### config.mk
export PLATFORM = sky130hd
export DESIGN_NAME = hazard_scoreboard
export DESIGN_NICKNAME = d
export VERILOG_FILES = /design/src/rtl/hazard_scoreboard_pkg.sv /design/src/rtl/hazard_scoreboard_stage_slot.sv /design/src/rtl/hazard_scoreboard.sv
export SDC_FILE = /design/constraint.sdc
export NUM_CORES = 1
export LEC_CHECK = 0
export CORE_UTILIZATION = 50
export CTS_BUF_LIST = sky130_fd_sc_hd__clkbuf_4 sky130_fd_sc_hd__clkbuf_8
export DETAILED_ROUTE_END_ITERATION = 7
export GPL_TIMING_DRIVEN = 0
export PLACE_DENSITY_LB_ADDON = 0.1
export SLEW_MARGIN = 30
export SYNTH_ARGS = -nofsm -noshare
export SYNTH_HDL_FRONTEND = slang
export SYNTH_HIERARCHICAL = 1
export SYNTH_SLANG_ARGS = --single-unit
### constraint.sdc
create_clock -name clk -period 3.05 [get_ports clk]
set_clock_uncertainty 0.2 [all_clocks]
set_input_delay 0.305 -clock clk [delete_from_list [all_inputs] [get_ports clk]]
set_output_delay 0.305 -clock clk [all_outputs]
set_load 0.02 [all_outputs]
### src/rtl/hazard_scoreboard_pkg.sv
// Shared definitions for the pipeline hazard scoreboard: default widths,
// pipeline slot indices and the forwarding-select encoding.
package hazard_scoreboard_pkg;

    localparam int DEF_REG_ADDR_W = 4;
    localparam int DEF_CNT_W      = 16;

    localparam int NUM_SLOTS = 3;
    localparam int SLOT_EX   = 0;
    localparam int SLOT_MA   = 1;
    localparam int SLOT_WB   = 2;

    // Mux select codes used by the forwarding unit that consumes dest_*/wb_en_*.
    typedef enum logic [1:0] {
        FWD_SEL_RF = 2'b00,
        FWD_SEL_WB = 2'b01,
        FWD_SEL_MA = 2'b10
    } fwd_sel_e;

endpackage

### src/rtl/hazard_scoreboard_stage_slot.sv
// One pipeline-stage tracking register: holds on freeze, loads the upstream
// slot otherwise; an invalid load becomes an all-zero bubble.
module sb_stage_slot #(
    parameter int W = 4
) (
    input  logic         clk,
    input  logic         rst,
    input  logic         hold,
    input  logic         valid_next,
    input  logic [W-1:0] dest_next,
    input  logic         wb_en_next,
    input  logic         mem_read_next,
    output logic         valid,
    output logic [W-1:0] dest,
    output logic         wb_en,
    output logic         mem_read
);

    logic         valid_reg;
    logic [W-1:0] dest_reg;
    logic         wb_en_reg;
    logic         mem_read_reg;

    always_ff @(posedge clk) begin
        if (rst) begin
            valid_reg    <= 1'b0;
            dest_reg     <= '0;
            wb_en_reg    <= 1'b0;
            mem_read_reg <= 1'b0;
        end else if (!hold) begin
            // Bubbles carry zero fields so downstream flags are valid-qualified.
            valid_reg    <= valid_next;
            dest_reg     <= valid_next ? dest_next : '0;
            wb_en_reg    <= valid_next & wb_en_next;
            mem_read_reg <= valid_next & mem_read_next;
        end
    end

    assign valid    = valid_reg;
    assign dest     = dest_reg;
    assign wb_en    = wb_en_reg;
    assign mem_read = mem_read_reg;

endmodule

### src/rtl/hazard_scoreboard.sv
// Tracks in-flight destinations through EX/MA/WB, raises the ID stall for
// RAW (no forwarding) or load-use (forwarding) hazards, counts stall cycles.
module hazard_scoreboard
    import hazard_scoreboard_pkg::*;
#(
    parameter int REG_ADDR_W = DEF_REG_ADDR_W,
    parameter int CNT_W      = DEF_CNT_W
) (
    input  logic                  clk,
    input  logic                  rst,
    input  logic                  id_valid,
    input  logic [REG_ADDR_W-1:0] id_src1,
    input  logic [REG_ADDR_W-1:0] id_src2,
    input  logic                  id_use_src1,
    input  logic                  id_two_src,
    input  logic [REG_ADDR_W-1:0] id_dest,
    input  logic                  id_wb_en,
    input  logic                  id_mem_read,
    input  logic                  forward_en,
    input  logic                  freeze,
    input  logic                  flush,
    output logic                  hazard_stall,
    output logic [REG_ADDR_W-1:0] dest_ex,
    output logic [REG_ADDR_W-1:0] dest_ma,
    output logic [REG_ADDR_W-1:0] dest_wb,
    output logic                  wb_en_ex,
    output logic                  wb_en_ma,
    output logic                  wb_en_wb,
    output logic                  mem_read_ex,
    output logic [CNT_W-1:0]      stall_cycles
);

    logic [NUM_SLOTS-1:0]  slot_valid;
    logic [NUM_SLOTS-1:0]  slot_wb_en;
    logic [NUM_SLOTS-1:0]  slot_mem_read;
    logic [REG_ADDR_W-1:0] slot_dest [NUM_SLOTS];

    logic [NUM_SLOTS-1:0]  chain_valid;
    logic [NUM_SLOTS-1:0]  chain_wb_en;
    logic [NUM_SLOTS-1:0]  chain_mem_read;
    logic [REG_ADDR_W-1:0] chain_dest [NUM_SLOTS];

    // Only EX and MA can hazard: WB writes the register file in the first half-cycle.
    logic [SLOT_WB-1:0] hit_src1;
    logic [SLOT_WB-1:0] hit_src2;

    logic hazard_raw;
    logic use_hit_ex;
    logic use_hit_ma;
    logic issue_valid;
    logic unused_wb_load;

    logic [CNT_W-1:0] stall_cnt_reg;

    assign issue_valid = id_valid & ~hazard_raw & ~flush;

    genvar gi;
    generate
        for (gi = 0; gi < NUM_SLOTS; gi++) begin : g_slot
            if (gi == SLOT_EX) begin : g_from_id
                assign chain_valid[gi]    = issue_valid;
                assign chain_dest[gi]     = id_dest;
                assign chain_wb_en[gi]    = id_wb_en;
                assign chain_mem_read[gi] = id_mem_read;
            end else begin : g_from_prev
                assign chain_valid[gi]    = slot_valid[gi-1];
                assign chain_dest[gi]     = slot_dest[gi-1];
                assign chain_wb_en[gi]    = slot_wb_en[gi-1];
                assign chain_mem_read[gi] = slot_mem_read[gi-1];
            end

            sb_stage_slot #(
                .W (REG_ADDR_W)
            ) u_slot (
                .clk           (clk),
                .rst           (rst),
                .hold          (freeze),
                .valid_next    (chain_valid[gi]),
                .dest_next     (chain_dest[gi]),
                .wb_en_next    (chain_wb_en[gi]),
                .mem_read_next (chain_mem_read[gi]),
                .valid         (slot_valid[gi]),
                .dest          (slot_dest[gi]),
                .wb_en         (slot_wb_en[gi]),
                .mem_read      (slot_mem_read[gi])
            );
        end

        for (gi = 0; gi < SLOT_WB; gi++) begin : g_hit
            assign hit_src1[gi] = slot_valid[gi] & slot_wb_en[gi] & (id_src1 == slot_dest[gi]);
            assign hit_src2[gi] = slot_valid[gi] & slot_wb_en[gi] & (id_src2 == slot_dest[gi]);
        end
    endgenerate

    always_comb begin
        use_hit_ex = (id_use_src1 & hit_src1[SLOT_EX]) | (id_two_src & hit_src2[SLOT_EX]);
        use_hit_ma = (id_use_src1 & hit_src1[SLOT_MA]) | (id_two_src & hit_src2[SLOT_MA]);
        hazard_raw = 1'b0;
        if (forward_en) begin
            // ALU and MA-stage load results are forwarded; only an EX load blocks.
            hazard_raw = id_valid & slot_mem_read[SLOT_EX] & use_hit_ex;
        end else begin
            hazard_raw = id_valid & (use_hit_ex | use_hit_ma);
        end
    end

    // A taken branch kills the ID instruction, so the PC must not be held.
    assign hazard_stall = hazard_raw & ~flush;

    always_ff @(posedge clk) begin
        if (rst) begin
            stall_cnt_reg <= '0;
        end else if (hazard_stall && !freeze && (stall_cnt_reg != '1)) begin
            stall_cnt_reg <= stall_cnt_reg + CNT_W'(1);
        end
    end

    assign unused_wb_load = slot_mem_read[SLOT_WB];

    assign dest_ex      = slot_dest[SLOT_EX];
    assign dest_ma      = slot_dest[SLOT_MA];
    assign dest_wb      = slot_dest[SLOT_WB];
    assign wb_en_ex     = slot_valid[SLOT_EX] & slot_wb_en[SLOT_EX];
    assign wb_en_ma     = slot_valid[SLOT_MA] & slot_wb_en[SLOT_MA];
    assign wb_en_wb     = slot_valid[SLOT_WB] & slot_wb_en[SLOT_WB];
    assign mem_read_ex  = slot_valid[SLOT_EX] & slot_mem_read[SLOT_EX];
    assign stall_cycles = stall_cnt_reg;

endmodule

==> metrics.txt, run 1 <==
# TYPE chip_impl_metric gauge
chip_impl_metric{name="ys.warnings.count",unit=""} 6
chip_impl_metric{name="nFillCells",unit=""} 316
chip_impl_metric{name="detail_route.drc_violations",unit=""} 0
chip_impl_metric{name="dp_hpwl",unit="um"} 3214
chip_impl_metric{name="worst_ir_drop_vdd",unit="mV"} 0.2346
chip_impl_info{name="worst_r2r_endpoint",value="stall_cycles[15]"} 1
chip_impl_metric{name="internal_power",unit="W"} 0.0006699
chip_impl_metric{name="h_tree_lvls",unit=""} 2
chip_impl_metric{name="fmaxAchievable",unit="MHz"} 343.6
chip_impl_info{name="crit_top_cell",value="clkdlybuf4s50_1"} 1
chip_impl_metric{name="tightest_slew",unit="ps"} 529.4
chip_impl_metric{name="syn-num-nets",unit=""} 244
chip_impl_info{name="cp_launch_point",value="id_src2[3]"} 1
chip_impl_info{name="critPathSlowestCell",value="clkdlybuf4s50_1"} 1
chip_impl_metric{name="multi_input_area",unit="um2"} 1166
chip_impl_metric{name="drtAntennaViolNets",unit=""} 0
chip_impl_metric{name="grt_first_pass_wirelength",unit="um"} 7086
chip_impl_metric{name="drt_pass1_iterations",unit=""} 4
chip_impl_metric{name="synthToLayoutAreaGrowth",unit="%"} 35.34
chip_impl_metric{name="use_met1",unit=""} 0.3143
chip_impl_metric{name="r2r.worst_path.cells",unit=""} 6
chip_impl_metric{name="post_synth_instance_area",unit="um2"} 1933
chip_impl_metric{name="worst_path_max_stage_delay",unit="ps"} 610
chip_impl_metric{name="grt_start_max_net_pins",unit=""} 28
chip_impl_info{name="kind_of_path_behind_the_tightest_hold_check",value="reg2reg"} 1
chip_impl_metric{name="final_cell_area",unit="um2"} 2616
chip_impl_metric{name="placement.io_buffers",unit=""} 54
chip_impl_metric{name="switching_power",unit="W"} 0.0001972
chip_impl_metric{name="post_cts_buffers",unit=""} 0
chip_impl_metric{name="crit_arrival",unit="ps"} 2410
chip_impl_metric{name="required",unit="ps"} 2540
chip_impl_info{name="globalRoute.busiestLayer",value="met2"} 1
chip_impl_info{name="setup.worst_path.start_class",value="primary input"} 1
chip_impl_metric{name="power.leakage",unit="nW"} 0.8816
chip_impl_metric{name="drt_iter0_markers",unit=""} 133
chip_impl_info{name="cts_root_buffer",value="clkbuf_8"} 1
chip_impl_metric{name="power_frac_comb",unit=""} 0.102
chip_impl_metric{name="clkTransAtPathRegs",unit="ps"} 60
chip_impl_metric{name="clkSinkCount",unit=""} 35
chip_impl_info{name="r2r-start",value="g_slot[1].u_slot/dest[3]"} 1
chip_impl_metric{name="grt-ovfl-total",unit=""} 0
chip_impl_metric{name="initial_util",unit=""} 0.5241
chip_impl_metric{name="post_synth_inst_count",unit=""} 221
chip_impl_metric{name="dr_total_vias",unit=""} 1806
chip_impl_metric{name="gpl.final_weighted_congestion",unit=""} 0.8936
chip_impl_metric{name="gr-usage-met2",unit=""} 0.3285
chip_impl_metric{name="rrSetupSlack",unit="ps"} 620
chip_impl_metric{name="cts_inserted_buffers",unit=""} 5
chip_impl_metric{name="routedWlPerCell",unit="um"} 13.40
chip_impl_metric{name="finalMaxSlewViolations",unit=""} 0
chip_impl_metric{name="io_pins",unit=""} 55
chip_impl_metric{name="cp_max_fo",unit=""} 10
chip_impl_info{name="final_cell_mix",value="53 x clkdlybuf4s50_1, 35 x dfxtp_1, 24 x nand2_1, 22 x a21oi_1, 17 x nor2_1"} 1
chip_impl_metric{name="netSwitchingFraction",unit=""} 0.2274
chip_impl_metric{name="setup_viol_count_final",unit=""} 0
chip_impl_metric{name="ctsLongestPathBuffers",unit=""} 2
chip_impl_info{name="hold_path_end",value="g_slot[2].u_slot/dest[3]"} 1
chip_impl_metric{name="detailed_place.area",unit="um2"} 2534
chip_impl_metric{name="power.total",unit="W"} 0.0008671
chip_impl_info{name="hold_start",value="g_slot[2].u_slot/dest[3]"} 1
chip_impl_metric{name="gr-usage-met3",unit=""} 0.05357
chip_impl_metric{name="core_area",unit="um2"} 3689
chip_impl_metric{name="hold_depth",unit=""} 2
chip_impl_metric{name="antenna_violations_before_repair",unit=""} 0
chip_impl_metric{name="clock_latency_on_the_worst_skew_pair",unit="ps"} 290
chip_impl_metric{name="dieWidth",unit="um"} 64.18
chip_impl_metric{name="detail_route.vias_per_cell",unit=""} 5.489
chip_impl_metric{name="grt_util_all_layers",unit=""} 0.2231
chip_impl_metric{name="hold_viol",unit=""} 0
chip_impl_info{name="rsz0062_at_grt",value="no"} 1
chip_impl_metric{name="whs",unit="ps"} 258.0
chip_impl_metric{name="seqPwrFrac",unit=""} 0.536
chip_impl_info{name="cells_traversed_along_the_worst_timing_path",value="clkdlybuf4s50_1 > xor2_1 > nor4_1 > and3_2 > nor3_4 > nor2_1 > clkdlybuf4s50_1"} 1
chip_impl_metric{name="std_cell_rows",unit=""} 22
chip_impl_info{name="end_kind",value="primary output"} 1
chip_impl_metric{name="num_antenna_cells",unit=""} 0
chip_impl_info{name="cts_tree",value="yes"} 1
chip_impl_metric{name="die_area",unit="um2"} 4119
chip_impl_metric{name="drt_wl_total",unit="um"} 4408
chip_impl_metric{name="die-height",unit="um"} 64.18
chip_impl_metric{name="syn_avg_cell_area",unit="um2"} 8.747
chip_impl_metric{name="ratio_of_final_minimum_period_to_clock_period",unit=""} 0.9542
chip_impl_metric{name="drive_above_1_share",unit=""} 0.1139
chip_impl_metric{name="largest_register_ffs",unit=""} 16
chip_impl_info{name="run_status",value="finished clean"} 1
chip_impl_metric{name="drv_cap",unit=""} 0
chip_impl_metric{name="cts-hold-fix-buffers",unit=""} 0
chip_impl_metric{name="fin_nets",unit=""} 305
chip_impl_metric{name="powerDensity",unit="nW/um2"} 331.4
chip_impl_metric{name="max_slew_margin",unit=""} 0.6460
chip_impl_metric{name="layout_min_cycle_time",unit="ps"} 2910
chip_impl_info{name="commonest_non_fill_non_tap_cell_in_the_layout",value="clkdlybuf4s50_1"} 1
chip_impl_metric{name="seq_area",unit="um2"} 700.7
chip_impl_metric{name="grt_pass1_vias",unit=""} 1538
chip_impl_info{name="timing.setup.critical_path_class",value="in2out"} 1
chip_impl_metric{name="power.share.clock",unit=""} 0.362
==> worst max path at each step <==
stage,to,slack [ps],cells after the start
2_1_floorplan,g_slot[0].u_slot/dest[0],690,8
3_3_place_gp,g_slot[0].u_slot/wb_en,-30,9
3_5_place_dp,g_slot[0].u_slot/dest[0],-60,9
4_1_cts,hazard_stall,120,7
5_1_grt,hazard_stall,90,7
6_report,hazard_stall,140,7
==> final cells by class <==
cell class              count  area share
flip-flops and latches     35      0.2678
inverters                   1    0.001435
repair buffers             54      0.2047
plain buffers               8     0.02822
multi-input cells         177      0.4457
clock buffers               6     0.02917
well taps                  48     0.02296
==> timing repair <==
item	in CTS	in global routing
gates resized for setup	0	2
hold endpoints to repair	0	0
setup endpoints to repair	0	3
==> critical path: cells and delay by family <==
family	cells	cell delay, ps
buf+inv	2	1060
simple gates	4	860
xor+xnor	1	170
==> power by group through the flow <==
| stage | Clock, W | Combinational, W | Sequential, W |
|---|---|---|---|
| global placement | 0 | 0.0000875 | 0.000475 |
| global route | 0.000344 | 0.0000950 | 0.000465 |
| detailed placement | 0 | 0.0000885 | 0.000475 |
| floorplan | 0 | 0.0000390 | 0.000475 |
| finish | 0.000314 | 0.0000881 | 0.000465 |
| CTS | 0.000321 | 0.0000886 | 0.000465 |
==> layer usage <==
layer / vias to the layer above / share of wire
li1: 911 / -
met1: 845 / 0.50
met2: 44 / 0.45
met3: 6 / 0.045
met4: 0 / 0.012
met5: - / 0
==> metrics by stage <==
stage	setup slack (ps)	setup TNS, ps	utilization	instances
after floorplan	687.7	0	-	221
after global placement	-31.70	-57.25	0.6869	323
after detailed placement	-61.02	-295.5	0.6869	323
after CTS	122.9	0	0.7076	329
after global routing	87.06	0	0.7093	329
final	139.8	0	0.7093	329
Power figures use the tool's default switching activity.
==> run 2, diff against run 1 <==
--- a/config.mk
+++ b/config.mk
@@ -10,6 +10,7 @@
 export DETAILED_ROUTE_END_ITERATION = 7
 export GPL_TIMING_DRIVEN = 0
 export PLACE_DENSITY_LB_ADDON = 0.1
+export RECOVER_POWER = 50
 export SLEW_MARGIN = 30
 export SYNTH_ARGS = -nofsm -noshare
 export SYNTH_HDL_FRONTEND = slang
==> metrics.txt, run 2 (synthesis results as in run 1) <==
# TYPE chip_impl_metric gauge
chip_impl_metric{name="dieWidth",unit="um"} 64.18
chip_impl_metric{name="grt_pass1_vias",unit=""} 1538
chip_impl_metric{name="fmaxAchievable",unit="MHz"} 343.6
chip_impl_metric{name="die-height",unit="um"} 64.18
chip_impl_metric{name="tightest_slew",unit="ps"} 524.8
chip_impl_metric{name="placed_cells",unit=""} 323
chip_impl_metric{name="routedWlPerCell",unit="um"} 13.35
chip_impl_metric{name="final-instance-count-excl-fill",unit=""} 329
chip_impl_metric{name="ratio_of_final_minimum_period_to_clock_period",unit=""} 0.9543
chip_impl_metric{name="std_cell_rows",unit=""} 22
chip_impl_info{name="final_cell_mix",value="35 x dfxtp_1, 30 x clkdlybuf4s50_1, 24 x nand2_1, 23 x dlygate4sd3_1, 22 x a21oi_1"} 1
chip_impl_metric{name="drv_cap",unit=""} 0
chip_impl_metric{name="worst_path_max_stage_delay",unit="ps"} 610
chip_impl_info{name="crit_top_cell",value="clkdlybuf4s50_1"} 1
chip_impl_info{name="cp_launch_point",value="id_src2[3]"} 1
chip_impl_metric{name="num_antenna_cells",unit=""} 0
chip_impl_info{name="globalRoute.busiestLayer",value="met2"} 1
chip_impl_info{name="run_status",value="finished clean"} 1
chip_impl_metric{name="die_area",unit="um2"} 4119
chip_impl_metric{name="max_slew_margin",unit=""} 0.6501
chip_impl_metric{name="multi_input_area",unit="um2"} 1166
chip_impl_info{name="cts_tree",value="yes"} 1
chip_impl_info{name="hold_start",value="g_slot[2].u_slot/dest[3]"} 1
chip_impl_info{name="commonest_non_fill_non_tap_cell_in_the_layout",value="dfxtp_1"} 1
chip_impl_metric{name="post_cts_buffers",unit=""} 0
chip_impl_metric{name="antenna_violations_before_repair",unit=""} 0
chip_impl_metric{name="clkTransAtPathRegs",unit="ps"} 60
chip_impl_metric{name="hold_viol",unit=""} 0
chip_impl_info{name="rsz0062_at_grt",value="no"} 1
chip_impl_metric{name="power.leakage",unit="nW"} 0.9508
chip_impl_metric{name="largest_register_ffs",unit=""} 16
chip_impl_metric{name="drt_wl_total",unit="um"} 4392
chip_impl_metric{name="required",unit="ps"} 2540
chip_impl_metric{name="drtAntennaViolNets",unit=""} 0
chip_impl_metric{name="clock_latency_on_the_worst_skew_pair",unit="ps"} 290
chip_impl_info{name="end_kind",value="primary output"} 1
chip_impl_info{name="cells_traversed_along_the_worst_timing_path",value="clkdlybuf4s50_1 > xor2_1 > nor4_1 > and3_2 > nor3_4 > nor2_1 > clkdlybuf4s50_1"} 1
chip_impl_metric{name="crit_arrival",unit="ps"} 2410
chip_impl_info{name="kind_of_path_behind_the_tightest_hold_check",value="reg2reg"} 1
chip_impl_metric{name="gr-usage-met2",unit=""} 0.3285
chip_impl_metric{name="io_pins",unit=""} 55
chip_impl_metric{name="grt-ovfl-total",unit=""} 0
chip_impl_metric{name="cts_inserted_buffers",unit=""} 5
chip_impl_metric{name="drt_iter0_markers",unit=""} 139
chip_impl_info{name="cts_root_buffer",value="clkbuf_8"} 1
chip_impl_metric{name="whs",unit="ps"} 256.5
chip_impl_info{name="setup.worst_path.start_class",value="primary input"} 1
chip_impl_metric{name="fin_nets",unit=""} 305
chip_impl_metric{name="drive_above_1_share",unit=""} 0.1068
chip_impl_metric{name="detail_route.vias_per_cell",unit=""} 5.426
chip_impl_metric{name="clkSinkCount",unit=""} 35
chip_impl_metric{name="gr-usage-met3",unit=""} 0.05357
chip_impl_metric{name="dp_hpwl",unit="um"} 3214
chip_impl_info{name="critPathSlowestCell",value="clkdlybuf4s50_1"} 1
chip_impl_metric{name="drt_pass1_iterations",unit=""} 4
chip_impl_metric{name="layout_min_cycle_time",unit="ps"} 2911
chip_impl_info{name="timing.setup.critical_path_class",value="in2out"} 1
chip_impl_metric{name="grt_start_max_net_pins",unit=""} 28
chip_impl_metric{name="gpl.final_weighted_congestion",unit=""} 0.8936
chip_impl_metric{name="synthToLayoutAreaGrowth",unit="%"} 34.56
chip_impl_metric{name="cp_max_fo",unit=""} 10
chip_impl_metric{name="core_area",unit="um2"} 3689
chip_impl_metric{name="final_util",unit=""} 0.7052
chip_impl_metric{name="grt_first_pass_wirelength",unit="um"} 7086
chip_impl_metric{name="placement.io_buffers",unit=""} 54
chip_impl_metric{name="finalMaxSlewViolations",unit=""} 0
chip_impl_metric{name="detail_route.drc_violations",unit=""} 0
chip_impl_metric{name="use_met1",unit=""} 0.3143
chip_impl_metric{name="h_tree_lvls",unit=""} 2
chip_impl_metric{name="nFillCells",unit=""} 320
chip_impl_metric{name="ctsLongestPathBuffers",unit=""} 2
chip_impl_metric{name="grt_util_all_layers",unit=""} 0.2231
chip_impl_metric{name="worst_ir_drop_vdd",unit="mV"} 0.2316
chip_impl_metric{name="setup_viol_count_final",unit=""} 0
chip_impl_metric{name="powerDensity",unit="nW/um2"} 332.4
chip_impl_info{name="r2r-start",value="g_slot[1].u_slot/dest[3]"} 1
chip_impl_metric{name="initial_util",unit=""} 0.5241
chip_impl_metric{name="seq_area",unit="um2"} 700.7
chip_impl_metric{name="power.total",unit="W"} 0.0008646
chip_impl_metric{name="dr_total_vias",unit=""} 1785
[run 2: metrics by stage]
step | setup TNS (ps) | setup slack, ps | area [um2]
floorplan | 0 | 687.7 | 1933
global placement | -57.25 | -31.70 | 2534
detailed placement | -295.5 | -61.02 | 2534
CTS | 0 | 122.9 | 2610
global route | 0 | 87.06 | 2601
finish | 0 | 139.4 | 2601
[run 2: report_power, final]
part           switching, W  internal [W]  total [W]
Sequential       0.00000490      0.000460   0.000465
Clock              0.000153      0.000161   0.000314
Combinational     0.0000388     0.0000467  0.0000855
Total              0.000197      0.000668   0.000865
[run 2: cell type report]
class,count,share of cell area
Clock buffer,6,0.02934
Sequential cell,35,0.2694
Multi-Input combinational cell,177,0.4483
Tap cell,48,0.02309
Inverter,1,0.001443
Timing Repair Buffer,54,0.2059
Buffer,8,0.02261
[run 2: path summary, 6_finish.rpt]
check	slack (ps)	cells past startpoint	to
min	260	2	g_slot[2].u_slot/dest[3]
max	140	7	hazard_stall
max reg2reg	620	6	stall_cycles[15]
min reg2reg	260	2	g_slot[2].u_slot/dest[3]
[run 2: what timing repair did]
action / CTS / global route
hold buffers: 0 / 0
resized for setup: 0 / 2
endpoints found under the setup margin: 0 / 3
[run 2: critical path: cells and delay by family]
| family | cells | cell delay, ps |
|---|---|---|
| xor gates and xnor gates | 1 | 170 |
| buffers and inverters | 2 | 1060 |
| and+or+nand+nor | 4 | 860 |
[run 2: per-layer routing]
metal / wire length (um) / part of all wire
met1: 2182 / 0.50
met5: 0 / 0
met3: 192 / 0.044
met4: 55 / 0.013
met2: 1963 / 0.45
